==> src/rtl/cpu_cu_if.sv <==
`default_nettype none
// ============================================================================
//  Module      : cpu_cu_if
//  Description : Bus between the CPU control unit and the execution unit.
//                Carries the IR contents and live ALU flags into the control
//                unit, and the control strobes, debug state and registered
//                flags back out.
//                  master : control-unit side (drives strobes)
//                  slave  : execution-unit side (drives ir and C/N/Z)
//  Revision    : 1.0  initial release
// ============================================================================
interface cpu_cu_if;

    logic [15:0] ir;        // instruction register; [11:9] = instruction class
    logic        C;         // ALU carry (live)
    logic        N;         // ALU negative (live)
    logic        Z;         // ALU zero (live)

    logic        adr_sel;   // 0 = PC, 1 = register R
    logic        s_sel;     // 0 = register S, 1 = memory data
    logic        pc_ld;     // load PC from ALU output
    logic        pc_inc;    // increment PC
    logic        reg_W_en;  // register file write enable
    logic        ir_ld;     // load IR from memory data
    logic        mw_en;     // RAM write enable
    logic        halt;      // high while halted
    logic [3:0]  state;     // current state code (debug)
    logic [2:0]  flags;     // registered {C,N,Z}

    modport master (
        input  ir, C, N, Z,
        output adr_sel, s_sel, pc_ld, pc_inc, reg_W_en, ir_ld, mw_en,
               halt, state, flags
    );

    modport slave (
        output ir, C, N, Z,
        input  adr_sel, s_sel, pc_ld, pc_inc, reg_W_en, ir_ld, mw_en,
               halt, state, flags
    );

endinterface
`default_nettype wire

==> src/rtl/cpu_cu.sv <==
`default_nettype none
// ============================================================================
//  Module      : cpu_cu
//  Description : Control unit for the 16-bit CPU. Moore state machine that
//                sequences FETCH -> DECODE -> EX_* and drives the execution
//                unit's strobes and the RAM write enable. Holds a flag
//                register that captures the ALU {C,N,Z} only on EX_ALU.
//  Ports       : clk    - system clock, rising edge
//                reset  - asynchronous, active-low reset
//                step   - single-step advance pulse (CU_SINGLE_STEP_EN only)
//                bus    - cpu_cu_if.master: ir, C/N/Z in; strobes, halt,
//                         state and flags out
//  Options     : CU_SINGLE_STEP_EN - when defined, every EX_* state parks in
//                STEP_WAIT until a step pulse arrives.
//  Revision    : 1.0  initial release
// ============================================================================
module cpu_cu (
    input  wire        clk,
    input  wire        reset,
`ifdef CU_SINGLE_STEP_EN
    input  wire        step,
`endif
    cpu_cu_if.master   bus
);

    typedef enum logic [3:0] {
        ST_RESET     = 4'd0,
        ST_FETCH     = 4'd1,
        ST_DECODE    = 4'd2,
        ST_EX_ALU    = 4'd3,
        ST_EX_LOAD   = 4'd4,
        ST_EX_STORE  = 4'd5,
        ST_EX_JMP    = 4'd6,
        ST_EX_BR     = 4'd7,
        ST_HALT      = 4'd8,
        ST_STEP_WAIT = 4'd9
    } state_t;

    localparam logic [2:0] c_CLS_ALU   = 3'b000;
    localparam logic [2:0] c_CLS_LOAD  = 3'b001;
    localparam logic [2:0] c_CLS_STORE = 3'b010;
    localparam logic [2:0] c_CLS_JMP   = 3'b011;
    localparam logic [2:0] c_CLS_BR_Z  = 3'b100;
    localparam logic [2:0] c_CLS_BR_N  = 3'b101;
    localparam logic [2:0] c_CLS_BR_C  = 3'b110;
    localparam logic [2:0] c_CLS_HALT  = 3'b111;

    // Where every execute state goes once it has issued its strobes.
`ifdef CU_SINGLE_STEP_EN
    localparam state_t c_AFTER_EX = ST_STEP_WAIT;
`else
    localparam state_t c_AFTER_EX = ST_FETCH;
`endif

    state_t      r_state;
    state_t      w_next;
    logic [2:0]  r_flags;       // {C,N,Z}
    logic [2:0]  w_cls;

    logic        w_adr_sel;
    logic        w_s_sel;
    logic        w_pc_ld;
    logic        w_pc_inc;
    logic        w_reg_W_en;
    logic        w_ir_ld;
    logic        w_mw_en;
    logic        w_halt;

    // The ALU op field and immediate bits belong to the execution unit.
    logic        w_unused_ir;
    assign w_unused_ir = ^{bus.ir[15:12], bus.ir[8:0]};

    // IR is loaded only on the FETCH edge, so the class field stays valid
    // through DECODE and the following execute state.
    assign w_cls = bus.ir[11:9];

    // ------------------------------------------------------------------
    // State register
    // ------------------------------------------------------------------
    always_ff @(posedge clk or negedge reset) begin
        if (!reset) begin
            r_state <= ST_RESET;
        end else begin
            r_state <= w_next;
        end
    end

    // ------------------------------------------------------------------
    // Flag register: captures the live ALU flags only as EX_ALU retires.
    // ------------------------------------------------------------------
    always_ff @(posedge clk or negedge reset) begin
        if (!reset) begin
            r_flags <= 3'b000;
        end else if (r_state == ST_EX_ALU) begin
            r_flags <= {bus.C, bus.N, bus.Z};
        end
    end

    // ------------------------------------------------------------------
    // Next state and Moore outputs. Strobes come straight from the state
    // register, so an asynchronous reset drops them without a clock edge.
    // ------------------------------------------------------------------
    always_comb begin
        w_next     = ST_RESET;
        w_adr_sel  = 1'b0;
        w_s_sel    = 1'b0;
        w_pc_ld    = 1'b0;
        w_pc_inc   = 1'b0;
        w_reg_W_en = 1'b0;
        w_ir_ld    = 1'b0;
        w_mw_en    = 1'b0;
        w_halt     = 1'b0;

        case (r_state)
            ST_RESET: begin
                w_next = ST_FETCH;
            end

            ST_FETCH: begin
                // RAM read is combinational: IR captures the word at the
                // current PC on the same edge that increments it.
                w_adr_sel = 1'b0;
                w_ir_ld   = 1'b1;
                w_pc_inc  = 1'b1;
                w_next    = ST_DECODE;
            end

            ST_DECODE: begin
                case (w_cls)
                    c_CLS_ALU:   w_next = ST_EX_ALU;
                    c_CLS_LOAD:  w_next = ST_EX_LOAD;
                    c_CLS_STORE: w_next = ST_EX_STORE;
                    c_CLS_JMP:   w_next = ST_EX_JMP;
                    c_CLS_BR_Z,
                    c_CLS_BR_N,
                    c_CLS_BR_C:  w_next = ST_EX_BR;
                    c_CLS_HALT:  w_next = ST_HALT;
                    default:     w_next = ST_HALT;
                endcase
            end

            ST_EX_ALU: begin
                w_s_sel    = 1'b0;
                w_reg_W_en = 1'b1;
                w_next     = c_AFTER_EX;
            end

            ST_EX_LOAD: begin
                w_adr_sel  = 1'b1;
                w_s_sel    = 1'b1;
                w_reg_W_en = 1'b1;
                w_next     = c_AFTER_EX;
            end

            ST_EX_STORE: begin
                w_adr_sel = 1'b1;
                w_mw_en   = 1'b1;
                w_next    = c_AFTER_EX;
            end

            ST_EX_JMP: begin
                w_pc_ld = 1'b1;
                w_next  = c_AFTER_EX;
            end

            ST_EX_BR: begin
                // Condition uses the registered flags, never the live ALU
                // outputs, so the result of the last ALU op decides.
                case (w_cls)
                    c_CLS_BR_Z: w_pc_ld = r_flags[0];
                    c_CLS_BR_N: w_pc_ld = r_flags[1];
                    c_CLS_BR_C: w_pc_ld = r_flags[2];
                    default:    w_pc_ld = 1'b0;
                endcase
                w_next = c_AFTER_EX;
            end

            ST_HALT: begin
                w_halt = 1'b1;
                w_next = ST_HALT;
            end

            ST_STEP_WAIT: begin
`ifdef CU_SINGLE_STEP_EN
                w_next = step ? ST_FETCH : ST_STEP_WAIT;
`else
                // Unreachable without single-step; treat as illegal.
                w_next = ST_RESET;
`endif
            end

            default: begin
                w_next = ST_RESET;
            end
        endcase
    end

    assign bus.adr_sel  = w_adr_sel;
    assign bus.s_sel    = w_s_sel;
    assign bus.pc_ld    = w_pc_ld;
    assign bus.pc_inc   = w_pc_inc;
    assign bus.reg_W_en = w_reg_W_en;
    assign bus.ir_ld    = w_ir_ld;
    assign bus.mw_en    = w_mw_en;
    assign bus.halt     = w_halt;
    assign bus.state    = r_state;
    assign bus.flags    = r_flags;

endmodule
`default_nettype wire

==> src/flat_wrapper.sv <==
// flat-port wrapper written by rule: the top's interface ports become plain ports
module cpu_cu_flat 
  (clk, reset, bus_ir, bus_C, bus_N, bus_Z, bus_adr_sel, bus_s_sel, bus_pc_ld, bus_pc_inc, bus_reg_W_en, bus_ir_ld, bus_mw_en, bus_halt, bus_state, bus_flags);
  cpu_cu_if bus_i ();
  input  wire clk;
  input  wire reset;
  input wire logic [$bits(bus_i.ir)-1:0] bus_ir;
  input wire logic [$bits(bus_i.C)-1:0] bus_C;
  input wire logic [$bits(bus_i.N)-1:0] bus_N;
  input wire logic [$bits(bus_i.Z)-1:0] bus_Z;
  output wire logic [$bits(bus_i.adr_sel)-1:0] bus_adr_sel;
  output wire logic [$bits(bus_i.s_sel)-1:0] bus_s_sel;
  output wire logic [$bits(bus_i.pc_ld)-1:0] bus_pc_ld;
  output wire logic [$bits(bus_i.pc_inc)-1:0] bus_pc_inc;
  output wire logic [$bits(bus_i.reg_W_en)-1:0] bus_reg_W_en;
  output wire logic [$bits(bus_i.ir_ld)-1:0] bus_ir_ld;
  output wire logic [$bits(bus_i.mw_en)-1:0] bus_mw_en;
  output wire logic [$bits(bus_i.halt)-1:0] bus_halt;
  output wire logic [$bits(bus_i.state)-1:0] bus_state;
  output wire logic [$bits(bus_i.flags)-1:0] bus_flags;
  assign bus_i.ir = bus_ir;
  assign bus_i.C = bus_C;
  assign bus_i.N = bus_N;
  assign bus_i.Z = bus_Z;
  assign bus_adr_sel = bus_i.adr_sel;
  assign bus_s_sel = bus_i.s_sel;
  assign bus_pc_ld = bus_i.pc_ld;
  assign bus_pc_inc = bus_i.pc_inc;
  assign bus_reg_W_en = bus_i.reg_W_en;
  assign bus_ir_ld = bus_i.ir_ld;
  assign bus_mw_en = bus_i.mw_en;
  assign bus_halt = bus_i.halt;
  assign bus_state = bus_i.state;
  assign bus_flags = bus_i.flags;
  cpu_cu u_core (.clk(clk), .reset(reset), .bus(bus_i));
endmodule
==> config.mk <==
export PLATFORM = sky130hd
export DESIGN_NAME = cpu_cu_flat
export DESIGN_NICKNAME = d
export VERILOG_FILES = /design/src/rtl/cpu_cu_if.sv /design/src/rtl/cpu_cu.sv /design/src/flat_wrapper.sv
export SDC_FILE = /design/constraint.sdc
export NUM_CORES = 1
export LEC_CHECK = 0
export ABC_AREA = 1
export BUFFER_PORTS_ARGS = -buffer_cell sky130_fd_sc_hd__buf_2
export CORE_AREA = 2 2 39 41
export CTS_CLUSTER_SIZE = 12
export DETAILED_ROUTE_END_ITERATION = 6
export DIE_AREA = 0 0 41 43
export GPL_TIMING_DRIVEN = 0
export PLACE_DENSITY_LB_ADDON = 0.15
export REMOVE_ABC_BUFFERS = 1
export SYNTH_ARGS = -nofsm -noshare
export SYNTH_HDL_FRONTEND = slang
export SYNTH_SLANG_ARGS = --single-unit
==> constraint.sdc <==
create_clock -name clk -period 2.75 [get_ports clk]
set_input_delay 0.4125 -clock clk [delete_from_list [all_inputs] [get_ports clk]]
set_output_delay 0.4125 -clock clk [all_outputs]
set_load 0.05 [all_outputs]
==> results.toml <==
[detailed_routing]
via_per_inst = 4.37
vias = 494
drt_wl_total_um = 1040
drc = 0
drtIter0Drc = 3
detail-route-antenna-nets = 0
drt_first_pass_iters = 3
post_drt_wl_per_cell_um = 9.19

[grt]
grt_pass1_wl_um = 1670
grt_antenna_before_repair = 0
use_met3 = 0.0628
grt-ovfl-total = 0
grt_use_met2 = 0.241
grt_max_degree = 8
grt_pass1_vias = 447
grt.total_usage = 0.142
grt_util_met1 = 0.150
grt_busiest_layer = "met2"

[timing]
layout_min_cycle_time_ns = 1.82
maxSlewViolCount = 0
worst_pin_slew_ns = 0.259
rsz0062_at_grt = "false"
setup_violations = 0
period_share = 0.662
slew_headroom = 0.827
final.setup.worst_slack_ns = 0.930
timing.setup.tns_ns = 0
fmax_mhz = 550
finClkSkew_ns = 0.000678
finalHoldViolCount = 0

[job]
max_cap_violations = 0

[power_and_ir_drop]
power.density_nw_per_um2 = 1280
finalPower_mw = 0.866
vdd_ir_drop_max_mv = 0.669
power_leakage_nw = 0.408

[cells_and_area]
num-fill-cells = 149
mostFrequentLayoutCells = "buf_2 (22), nand2_1 (17), inv_1 (11), nor2_1 (9), dfrtp_1 (7)"
multi_input_area_um2 = 288
diodes = 0
register_area_um2 = 175
final_common_cell = "buf_2"
drive_gt1_frac = 0.340
fin_nets = 125
final_util = 0.490
syn_to_final_growth_pct = 30.6

[synth]
netlist_area_um2 = 519
yosysSeqAreaShare = 0.337
syn-mean-instance-area_um2 = 7.31
synthTopCellsByArea = "dfrtp_1 (34%), ha_1 (14%), nand2_1 (12%)"
yosysUniqueCellTypes = 16
synth_warnings = 0
synth_seq_cells = 7
syn_inst = 71
synth.largest_area_cell = "dfrtp_1"
synth_top_area_frac = 0.337

[cts]
clkTransAtPathRegs_ns = 0.05
cts_setup_buffers = 0
cts_tree = "yes"
cts_sinks = 7
cts_max_path_buffers = 2
cts_hold_buffers = 1
cts_root_buffer = "clkbuf_4"
cts_buffers = 3
cts-resized-gates = 0
clock_latency_ns = 0.25
cts_max_level = 1

[worst_hold_path]
min_path_type = "input port to register"

[worst_setup_path]
slowest_delay_ns = 0.41
critPathLaunchType = "register"
critPathMaxFanout = 7
crit_chain = "nor2_2 > nand3_2 > o21ai_1 > buf_2"
crit_arrival_ns = 1.41
cp_slowest_cell = "dfrtp_1"
crit_type = "register to output pin"
endpoint_kind = "output pin"
cp.required_ns = 2.34

[floorplan]
die_w_um = 41
ios = 36
core-area_um2 = 1380
start_util = 0.375
row_count = 14
fp.dieH_um = 43
die_area_um2 = 1760

[place]
dpl.hpwl_um = 864
post-place-ws_ns = 1.00
place.gp.congestion = 0.705
portBuffers = 22

[status]
status = "finished clean"
## power breakdown
part,switching (mW),leakage [nW],internal (mW)
registers,0.0553,0.0876,0.147
clock network,0.0352,0.0150,0.0552
logic,0.444,0.305,0.129
total,0.535,0.408,0.332
## path summary, 6_finish.rpt
| path | slack, ns | to | depth (start not counted) | start |
|---|---|---|---|---|
| setup / recovery | 0.93 | bus_reg_W_en | 4 | u_core.bus.state[3] |
| hold / removal | 0.40 | u_core.bus.flags[1] | 3 | bus_N |
| setup reg to reg | 1.72 | u_core.bus.flags[0] | 4 | u_core.bus.state[3] |
| hold reg to reg | 0.52 | u_core.bus.flags[1] | 2 | u_core.bus.flags[1] |
| max in group asynchronous | 2.08 | u_core.bus.flags[1] | 2 | reset |
| min in group asynchronous | 0.52 | u_core.bus.state[1] | 2 | reset |
## critical path: cells and delay by family, from the launching register on
kind                   cells  cell delay [ns]
DFF                        1             0.41
and+or+nand+nor            2             0.36
buffers and inverters      1             0.28
AOI/OAI and AO/OA          1             0.12
## final cells by class
type,count,area share
repair buffers,23,0.177
clock buffers,4,0.0387
well taps,16,0.0295
inverters,13,0.0720
flip-flops and latches,7,0.258
multi-input cells,50,0.424
## per-stage QoR
| stage | hold WS (ns) | instances | area, µm² |
|---|---|---|---|
| 6_report | 0.399 | 113 | 678 |
| 5_1_grt | 0.393 | 113 | 678 |
| 4_1_cts | 0.389 | 113 | 678 |
| 3_5_place_dp | 0.250 | 108 | 642 |
| 3_3_place_gp | 0.249 | 108 | 642 |
| 2_1_floorplan | 0.117 | 70 | 512 |
## synthesized netlist by cell type
library cell	number
nand3_2	1
nand3_1	6
o22ai_2	1
o21ai_1	4
nor2_1	9
ha_1	6
nand2_2	1
o21ai_0	2
nor2_4	1
nand2_1	17
inv_2	2
buf_4	1
nor2_2	1
o21ai_2	1
inv_1	11
dfrtp_1	7
## sequential cells by signal, indices dropped and copies added (netlist names)
register	count
u_core.bus.state	4
u_core.bus.flags	3
## cell families after synthesis
logic type,count (synthesis),synth area share
AO/OA/AOI/OAI,8,0.0988
flip-flops,7,0.337
adder cells (fa/ha/maj),6,0.145
AND/OR/NAND/NOR,36,0.311
buffers and inverters,14,0.108
## routing by layer
| layer | vias up | wire length, µm |
|---|---|---|
| met5 | - | 0 |
| met4 | 0 | 8 |
| met3 | 2 | 92 |
| met2 | 19 | 505 |
| met1 | 204 | 431 |
| li1 | 269 | - |
Note: power is estimated with default switching activity, not from simulation.
